<file path="config.mk">
export PLATFORM = sky130hd
export DESIGN_NAME = axi_adder_arbiter
export DESIGN_NICKNAME = d
export VERILOG_FILES = /design/src/rtl/axi_adder_arbiter.sv
export SDC_FILE = /design/constraint.sdc
export NUM_CORES = 1
export LEC_CHECK = 0
export BUFFER_PORTS_ARGS = -buffer_cell sky130_fd_sc_hd__buf_2
export CAP_MARGIN = 10
export CORE_MARGIN = 2
export CORE_UTILIZATION = 27
export CTS_CLUSTER_SIZE = 10
export DETAILED_ROUTE_END_ITERATION = 8
export GPL_ROUTABILITY_DRIVEN = 0
export PLACE_DENSITY = 0.54
export SLEW_MARGIN = 20
export SYNTH_ARGS = -nofsm -noshare
export SYNTH_HDL_FRONTEND = slang
export SYNTH_SLANG_ARGS = --single-unit
</file>
<file path="constraint.sdc">
create_clock -name clk -period 2.34 [get_ports clk]
set_input_delay 0.234 -clock clk [delete_from_list [all_inputs] [get_ports clk]]
set_output_delay 0.234 -clock clk [all_outputs]
set_load 0.02 [all_outputs]
</file>
<file path="src/rtl/axi_adder_arbiter.sv">
// axi_adder_arbiter: round-robin arbiter sharing one 8-bit AXI-Stream adder among NUM_REQ requesters
//
// Ports:
//   clk, rst_n                         clock and synchronous active-low reset
//   s_axis_req_*                       per-requester operand streams, slice i = {op2, op1}
//   m_axis_rsp_*                       per-requester sum streams, slice i = 16-bit sum
//   m_axis_term1_* / m_axis_term2_*    8-bit operand streams to the adder
//   s_axis_sum_*                       16-bit result stream from the adder
//   grant_id                           requester currently owning the adder
//   busy                               high while a transaction is in flight
//
// Configuration: define AXI_ADDER_ARB_FIXED_PRIO_EN to make the lowest-index
// valid requester always win (the rotation pointer stays at 0).
module axi_adder_arbiter #(
  parameter int NUM_REQ = 4,
  parameter int IDX_W   = 2
) (
  input  logic                   clk,
  input  logic                   rst_n,
  input  logic [NUM_REQ*16-1:0]  s_axis_req_data,
  input  logic [NUM_REQ-1:0]     s_axis_req_valid,
  output logic [NUM_REQ-1:0]     s_axis_req_ready,
  output logic [NUM_REQ*16-1:0]  m_axis_rsp_data,
  output logic [NUM_REQ-1:0]     m_axis_rsp_valid,
  input  logic [NUM_REQ-1:0]     m_axis_rsp_ready,
  output logic [7:0]             m_axis_term1_data,
  output logic                   m_axis_term1_valid,
  input  logic                   m_axis_term1_ready,
  output logic [7:0]             m_axis_term2_data,
  output logic                   m_axis_term2_valid,
  input  logic                   m_axis_term2_ready,
  input  logic [15:0]            s_axis_sum_data,
  input  logic                   s_axis_sum_valid,
  output logic                   s_axis_sum_ready,
  output logic [IDX_W-1:0]       grant_id,
  output logic                   busy
);
  typedef enum logic [1:0] {IDLE, ISSUE, WAIT_SUM, RETURN} state_t;
  state_t state, state_nxt;
  logic [IDX_W-1:0] rr_ptr, rr_nxt, win;
  logic found, req_hs, rsp_hs;
  logic [7:0] op1, op2;
  logic t1_v, t2_v;
  logic [15:0] sum;
  // scan downward so the requester closest to rr_ptr (lowest offset) overrides
  always_comb begin
    win = '0;
    found = 1'b0;
    for (int k = NUM_REQ - 1; k >= 0; k--)
      if (s_axis_req_valid[(int'(rr_ptr) + k) % NUM_REQ]) begin
        win = IDX_W'((int'(rr_ptr) + k) % NUM_REQ);
        found = 1'b1;
      end
  end
  assign req_hs = (state == IDLE) && found;
  assign rsp_hs = (state == RETURN) && m_axis_rsp_ready[grant_id];
`ifdef AXI_ADDER_ARB_FIXED_PRIO_EN
  assign rr_nxt = '0;
`else
  assign rr_nxt = (grant_id == IDX_W'(NUM_REQ - 1)) ? '0 : grant_id + 1'b1;
`endif
  // ISSUE ends once neither operand remains outstanding after this cycle
  always_comb begin
    state_nxt = state;
    case (state)
      IDLE:     state_nxt = found ? ISSUE : IDLE;
      ISSUE:    state_nxt = ((t1_v && !m_axis_term1_ready) || (t2_v && !m_axis_term2_ready)) ? ISSUE : WAIT_SUM;
      WAIT_SUM: state_nxt = s_axis_sum_valid ? RETURN : WAIT_SUM;
      RETURN:   state_nxt = rsp_hs ? IDLE : RETURN;
      default:  state_nxt = IDLE;
    endcase
  end
  always_comb begin
    s_axis_req_ready = '0;
    m_axis_rsp_valid = '0;
    m_axis_rsp_data = '0;
    for (int i = 0; i < NUM_REQ; i++) begin
      s_axis_req_ready[i] = req_hs && (win == IDX_W'(i));
      m_axis_rsp_valid[i] = (state == RETURN) && (grant_id == IDX_W'(i));
      m_axis_rsp_data[i*16 +: 16] = m_axis_rsp_valid[i] ? sum : 16'h0;
    end
  end
  assign m_axis_term1_data = op1;
  assign m_axis_term2_data = op2;
  assign m_axis_term1_valid = (state == ISSUE) && t1_v;
  assign m_axis_term2_valid = (state == ISSUE) && t2_v;
  assign s_axis_sum_ready = (state == IDLE) || (state == WAIT_SUM);
  assign busy = state != IDLE;
  always_ff @(posedge clk) begin
    if (!rst_n) begin
      state <= IDLE;
      rr_ptr <= '0;
      grant_id <= '0;
      op1 <= '0;
      op2 <= '0;
      t1_v <= 1'b0;
      t2_v <= 1'b0;
      sum <= '0;
    end else begin
      state <= state_nxt;
      if (req_hs) begin
        grant_id <= win;
        {op2, op1} <= s_axis_req_data[int'(win)*16 +: 16];
      end
      t1_v <= req_hs || (t1_v && !(m_axis_term1_valid && m_axis_term1_ready));
      t2_v <= req_hs || (t2_v && !(m_axis_term2_valid && m_axis_term2_ready));
      if (state == WAIT_SUM && s_axis_sum_valid) sum <= s_axis_sum_data;
      if (rsp_hs) rr_ptr <= rr_nxt;
    end
  end
endmodule

</file>
==> out/metrics.cfg, run 1 <==
[clocking]
root_buffer = clkbuf_8
htree_levels = 2
cts_tree = done
clk_path_buf_depth = 2
cts_sinks = 40
clk_pin_slew_ns = 0.08
cts_hold_buf = 0
clk_latency_ns = 0.29
cts_made_buffers = 5

[worst_setup_path]
r2r_setup_slack_ns = 0.22
r2r_start = rr_ptr[0]$_SDFFE_PN0P_
worstSetupPathType = flip-flop to output port
critPathArrivalTime_ns = 1.94
start_kind = flip-flop
regToRegEndpoint = m_axis_term1_data[4]$_SDFFE_PN0P_
crit_end = s_axis_req_ready[1]
cp.required_ns = 2.11
crit_path_end_kind = output port
r2r_cells = 7
critPathLaunch = rr_ptr[0]$_SDFFE_PN0P_
path_max_fanout = 18

[yosys]
synth-compound-area-share_pct = 21.88
ys_types = 35
netlist.area_leader.share_pct = 29.29
ys_ff_latch = 40
netlist_instances = 334
synth_nets = 431
synth_area_um2 = 2734
syn_avg_cell_area_um2 = 8.185
yosysTopAreaCell = dfxtp_1
seq_area_frac_synth_pct = 29.29
synth_fa_ha_area_share_pct = 1.831
synth_area_leaders = dfxtp_1 (29%), and2_1 (15%), a21boi_0 (9.6%), nand2_1 (5.9%), a221o_1 (5.9%)
synthMuxAreaShare_pct = 9.245
synth_xor_area_share_pct = 0
synth_top_family_by_area = simple AND/OR/NAND/NOR gates
yosys_warnings = 0
synth-simple-area-share_pct = 32.22

[drt]
post_drt_via_cell_ratio = 4.574
routed_wl_mm = 8.823
drtIter0Drc = 115
drc = 0
dr_total_vias = 2932
first_pass_iters = 4
route.antenna.remaining_nets = 0
post_drt_wl_per_cell_um = 13.76

[timing]
finalSetupViolations = 0
drv_slew = 0
skew_ns = 0.008196
min_period_ns = 2.172
fmax_ghz = 0.4604
fin_tns_setup_ns = 0
hold_viol = 0
relSlewSlack_pct = 38.73
timing.hold.ws_ns = 0.1851
rsz0062_at_grt = no
finalCritPeriodShare_pct = 92.82
setup_ws_ns = 0.1679
worst_pin_slew_ns = 0.9156

[cells_and_area]
layout.nets = 605
nFillCells = 1046
antenna_cells = 0
seqCellArea_um2 = 800.8
syn_to_final_growth_pct = 41.92
drive_gt1_share_pct = 44.09
multi_input_area_um2 = 1788
final_area_um2 = 3880

[power]
power_switching_mw = 0.7343
power.density_nw_per_um2 = 541.0
clkPwrFrac_pct = 24.0
swShare_pct = 34.98
cellLeakagePower_nw = 2.056
p_comb_share_pct = 35.8
power.internal_mw = 1.365
peakVddDrop_mv = 0.2726
pwr-share-seq_pct = 40.2

[floorplanning]
core_area_um2 = 9819
start_util_pct = 27.84
die-height_um = 104.6
die_w_um = 104.6
num_io_pins = 187
fp-row-count = 36
die_area_um2 = 10950

[grt]
antenna_found_initial = 0
grt_max_degree = 35
grt_pass1_wl_mm = 14.10
grt_pass1_vias = 2831
grt_overflow_total = 0
grt_util_all_layers_pct = 15.81

[job]
cap_viol_max_count = 0

[place]
dp_hpwl_mm = 6.801
pre_cts_slack_ns = 0.01742
placed_cell_area_um2 = 3777
io_buffers = 186

[hold_path]
hold_path_class = primary input to flip-flop

[outcome]
status = completed

critical path, cell delays in order, from the launching register on:
cell and delay, ns:
dfxtp_1 0.33, buf_4 0.11, nor2b_1 0.04, or4_1 0.52, and2_4 0.26, nor3_1 0.17
buf_2 0.20
registers in the layout (all words and copies together), names as in the netlist:
signal / count
grant_id: 2
m_axis_term1_data: 8
m_axis_term2_data: 8
rr_ptr: 2
state: 2
sum: 16
t1_v: 1
t2_v: 1
per-stage QoR:
| step | total power [mW] | instances | util (%) |
|---|---|---|---|
| after floorplan | 1.327 | 334 | - |
| after detailed placement | 1.615 | 634 | 38.47 |
| after CTS | 2.137 | 641 | 39.51 |
| after global placement | 1.601 | 634 | 38.47 |
| final | 2.099 | 641 | 39.51 |
| after global routing | 2.244 | 641 | 39.51 |
logic make-up (layout without fill, tap and decap cells):
family / Yosys count / after routing
and+or+nand+nor: 160 / 160
buffers and inverters: 35 / 209
muxes: 19 / 19
adders and majority gates: 4 / 4
DFF: 40 / 40
AOI/OAI and AO/OA: 76 / 76
cell usage after synthesis (all sizes together):
cell     n
or4      2
and2    66
clkbuf  26
o21a    16
inv      6
or3b     1
nor2     4
or2      1
buf      3
o21bai   1
o211a    1
nand2   43
nand3    4
nand2b   2
mux2    16
mux4     1
a21oi    4
o22ai    1
a31oi    1
nand4b   1
nor2b    5
and2b    1
mux2i    2
dfxtp   40
ha       4
nor3     7
a221o   16
or3      1
a21boi  35
and3    22
o21ai    1
area by class of cell:
cell class                 instances  area share (%)
clock buffer                       7           2.483
inverter                           6          0.5805
multi-input combinational        259           46.08
sequential                        40           20.64
tap                              133           4.289
timing repair buffer             196           25.93
layer usage:
metal / up-vias / global-route usage, % / wire length [um] / part of all wire, %
li1: 1496 / - / - / -
met1: 1275 / 18.40 / 3724 / 42
met2: 154 / 27.45 / 4039 / 46
met3: 7 / 5.926 / 962 / 11
met4: 0 / 3.810 / 97 / 1.1
met5: - / 0 / 0 / 0
repair_timing:
action                     4_1_cts  5_1_grt
setup buffers                    0        0
setup endpoints to repair        3        0
resized for setup                1        0
layout by cell type (no fill, tap or decap), drive strengths merged, types with 5 or more instances in the layout:
cell	count
nor3	7
and3	22
a221o	16
and2	66
dfxtp	40
buf	196
mux2	16
a21boi	35
nand2	43
o21a	16
inv	6
clkbuf	7
nor2b	5
worst min-delay path by stage:
| stage | from | to | depth (start not counted) | slack, ns |
|---|---|---|---|---|
| after global routing | s_axis_sum_data[4] | sum[4]$_SDFFE_PN0P_ | 3 | 0.19 |
| after global placement | t1_v$_SDFF_PN0_ | t1_v$_SDFF_PN0_ | 2 | 0.45 |
| after detailed placement | t2_v$_SDFF_PN0_ | t2_v$_SDFF_PN0_ | 2 | 0.46 |
| after CTS | s_axis_sum_data[14] | sum[14]$_SDFFE_PN0P_ | 3 | 0.18 |
| after floorplan | s_axis_sum_data[10] | sum[10]$_SDFFE_PN0P_ | 2 | 0.38 |
| final | s_axis_sum_data[14] | sum[14]$_SDFFE_PN0P_ | 3 | 0.19 |
power by group through the flow:
stage | clock (mW) | sequential (mW) | combinational (mW)
2_1_floorplan | 0 | 0.913 | 0.415
5_1_grt | 0.553 | 0.860 | 0.831
3_3_place_gp | 0 | 0.859 | 0.743
4_1_cts | 0.532 | 0.844 | 0.761
3_5_place_dp | 0 | 0.857 | 0.758
6_report | 0.503 | 0.844 | 0.752
Power figures use the tool's default switching activity.
==> run 2, diff against run 1 <==
CORE_ASPECT_RATIO = 1.25   (was not set)
CORE_MARGIN = not set   (was 2)
PLACE_DENSITY = not set   (was 0.54)
PLACE_DENSITY_LB_ADDON = 0.3   (was not set)
==> run 2 against run 1 <==
Maximum frequency is 3.2% lower; count of clock-buffer cells in the layout is 1 higher; critical path depth is 1 lower; global-route usage is 0.27 points higher; die area is 3.8% lower; via count is 0.10% higher; wire length is 3.6% lower; clock skew is 0.0016 ns lower; power is 8.2% higher; setup slack worse by 0.071 ns; first-iteration DRC count is 51% lower.
==> out/metrics.cfg, run 2 (same netlist as run 1, synthesis figures left out) <==
[timing]
fin_tns_setup_ns = 0  ; unchanged
min_period_ns = 2.243  ; +0.07109 ns
timing.hold.ws_ns = 0.2055  ; +0.02041 ns
setup_ws_ns = 0.09682  ; -0.07109 ns
skew_ns = 0.006571  ; -0.001625 ns
finalCritPeriodShare_pct = 95.86  ; +3.0 points
finalSetupViolations = 0  ; unchanged
hold_viol = 0  ; unchanged
rsz0062_at_grt = no
fmax_ghz = 0.4458  ; -3.2%
relSlewSlack_pct = 33.33  ; -5.4 points
worst_pin_slew_ns = 0.9964  ; +0.08076 ns
drv_slew = 0  ; unchanged

[grt]
grt_util_all_layers_pct = 16.08  ; +0.27 points
grt_pass1_vias = 2785  ; -1.6%
grt_pass1_wl_mm = 13.52  ; -4.1%
antenna_found_initial = 0  ; unchanged
grt_overflow_total = 0  ; unchanged
grt_max_degree = 35  ; unchanged

[clocking]
clk_path_buf_depth = 2  ; unchanged
post_cts_resized = 0  ; -1
clk_pin_slew_ns = 0.06  ; -0.02 ns
cts_tree = done
cts_setup_buffers = 0  ; unchanged
htree_levels = 2  ; unchanged
clk_latency_ns = 0.28  ; about the same
cts_hold_buf = 0  ; unchanged
cts_sinks = 40  ; unchanged
root_buffer = clkbuf_16
cts_made_buffers = 5  ; unchanged

[floorplanning]
die_area_um2 = 10530  ; -3.8%
num_io_pins = 187  ; unchanged
core_area_um2 = 9709  ; -1.1%
fp-row-count = 40  ; +11%
die_w_um = 92  ; -12%
start_util_pct = 28.16  ; +0.32 points
die-height_um = 114.5  ; +9.4%

[worst_setup_path]
crit_path_end_kind = output port
start_kind = flip-flop
worstSetupPathType = flip-flop to output port
path_max_fanout = 18  ; unchanged
cp.required_ns = 2.11  ; about the same
critPathArrivalTime_ns = 2.01  ; +0.07 ns

[cells_and_area]
largest_reg_flops = 16  ; unchanged
nFillCells = 1020  ; -2.5%
mostFrequentLayoutCell = buf_2
regMostFlops = sum
syn_to_final_growth_pct = 43.48
final_util_pct = 40.40  ; +0.89 points
antenna_cells = 0  ; unchanged
drive_gt1_share_pct = 43.73  ; -0.37 points
layout_common_cells = buf_2 (186), and2_1 (65), nand2_1 (43), dfxtp_1 (40), a21boi_0 (35)
layout.nets = 606  ; +0.17%

[drt]
post_drt_wl_per_cell_um = 13.37  ; -2.9%
drtIter0Drc = 56  ; -51%
dr_total_vias = 2935  ; +0.10%
route.antenna.remaining_nets = 0  ; unchanged
first_pass_iters = 4  ; unchanged
post_drt_via_cell_ratio = 4.615  ; +0.89%
routed_wl_mm = 8.503  ; -3.6%
drc = 0  ; unchanged

[power]
cellLeakagePower_nw = 2.080  ; +1.2%
peakVddDrop_mv = 0.2405  ; -12%
finalPower_mw = 2.271  ; +8.2%
power.density_nw_per_um2 = 579.0  ; +7.0%

[job]
cap_viol_max_count = 0  ; unchanged

[outcome]
status = completed

[place]
dp_hpwl_mm = 6.743  ; -0.85%
io_buffers = 186  ; unchanged
pre_cts_slack_ns = 0.2224  ; +0.2050 ns

[hold_path]
hold_path_class = primary input to flip-flop

## run 2: path summary, 6_finish.rpt
| path | from | end | slack (ns) | depth (start not counted) |
|---|---|---|---|---|
| max | rr_ptr[0]$_SDFFE_PN0P_ | s_axis_req_ready[1] | 0.1 | 5 |
| min | s_axis_sum_data[12] | sum[12]$_SDFFE_PN0P_ | 0.21 | 3 |
| max reg2reg | rr_ptr[0]$_SDFFE_PN0P_ | m_axis_term2_data[1]$_SDFFE_PN0P_ | 0.32 | 6 |
| min reg2reg | t2_v$_SDFF_PN0_ | t2_v$_SDFF_PN0_ | 0.46 | 2 |
## run 2: critical path, stage by stage (launching register included)
cell	delay, ns
dfxtp_1	0.37
nor2b_1	0.07
or4_1	0.57
and2_4	0.27
nor3_1	0.23
buf_2	0.21
## run 2: area by class of cell
| cell class | instances | area [um2] | area share, % |
|---|---|---|---|
| flip-flops and latches | 40 | 800.8 | 20.41 |
| multi-input cells | 259 | 1782 | 45.42 |
| inverters | 6 | 22.52 | 0.5742 |
| repair buffers | 197 | 1013 | 25.84 |
| clock buffers | 8 | 146.4 | 3.732 |
| well taps | 126 | 157.7 | 4.019 |
## run 2: metal layers
| metal | routed length [um] | up-vias | GRT usage, % |
|---|---|---|---|
| li1 | - | 1497 | - |
| met1 | 3458 | 1279 | 17.49 |
| met2 | 4152 | 149 | 30.15 |
| met3 | 780 | 10 | 4.515 |
| met4 | 112 | 0 | 4.583 |
| met5 | 0 | - | 0 |
## run 2: power breakdown
part           total (mW)  internal, mW  switching [mW]
clock network       0.680         0.425           0.255
registers           0.845         0.776          0.0691
logic               0.746         0.325           0.421
total                2.27          1.53           0.746
## run 2: metrics by stage
step	cell area, um2	std cells
floorplan	2734	334
global placement	3776	628
detailed placement	3776	628
CTS	3923	636
global route	3923	636
finish	3923	636
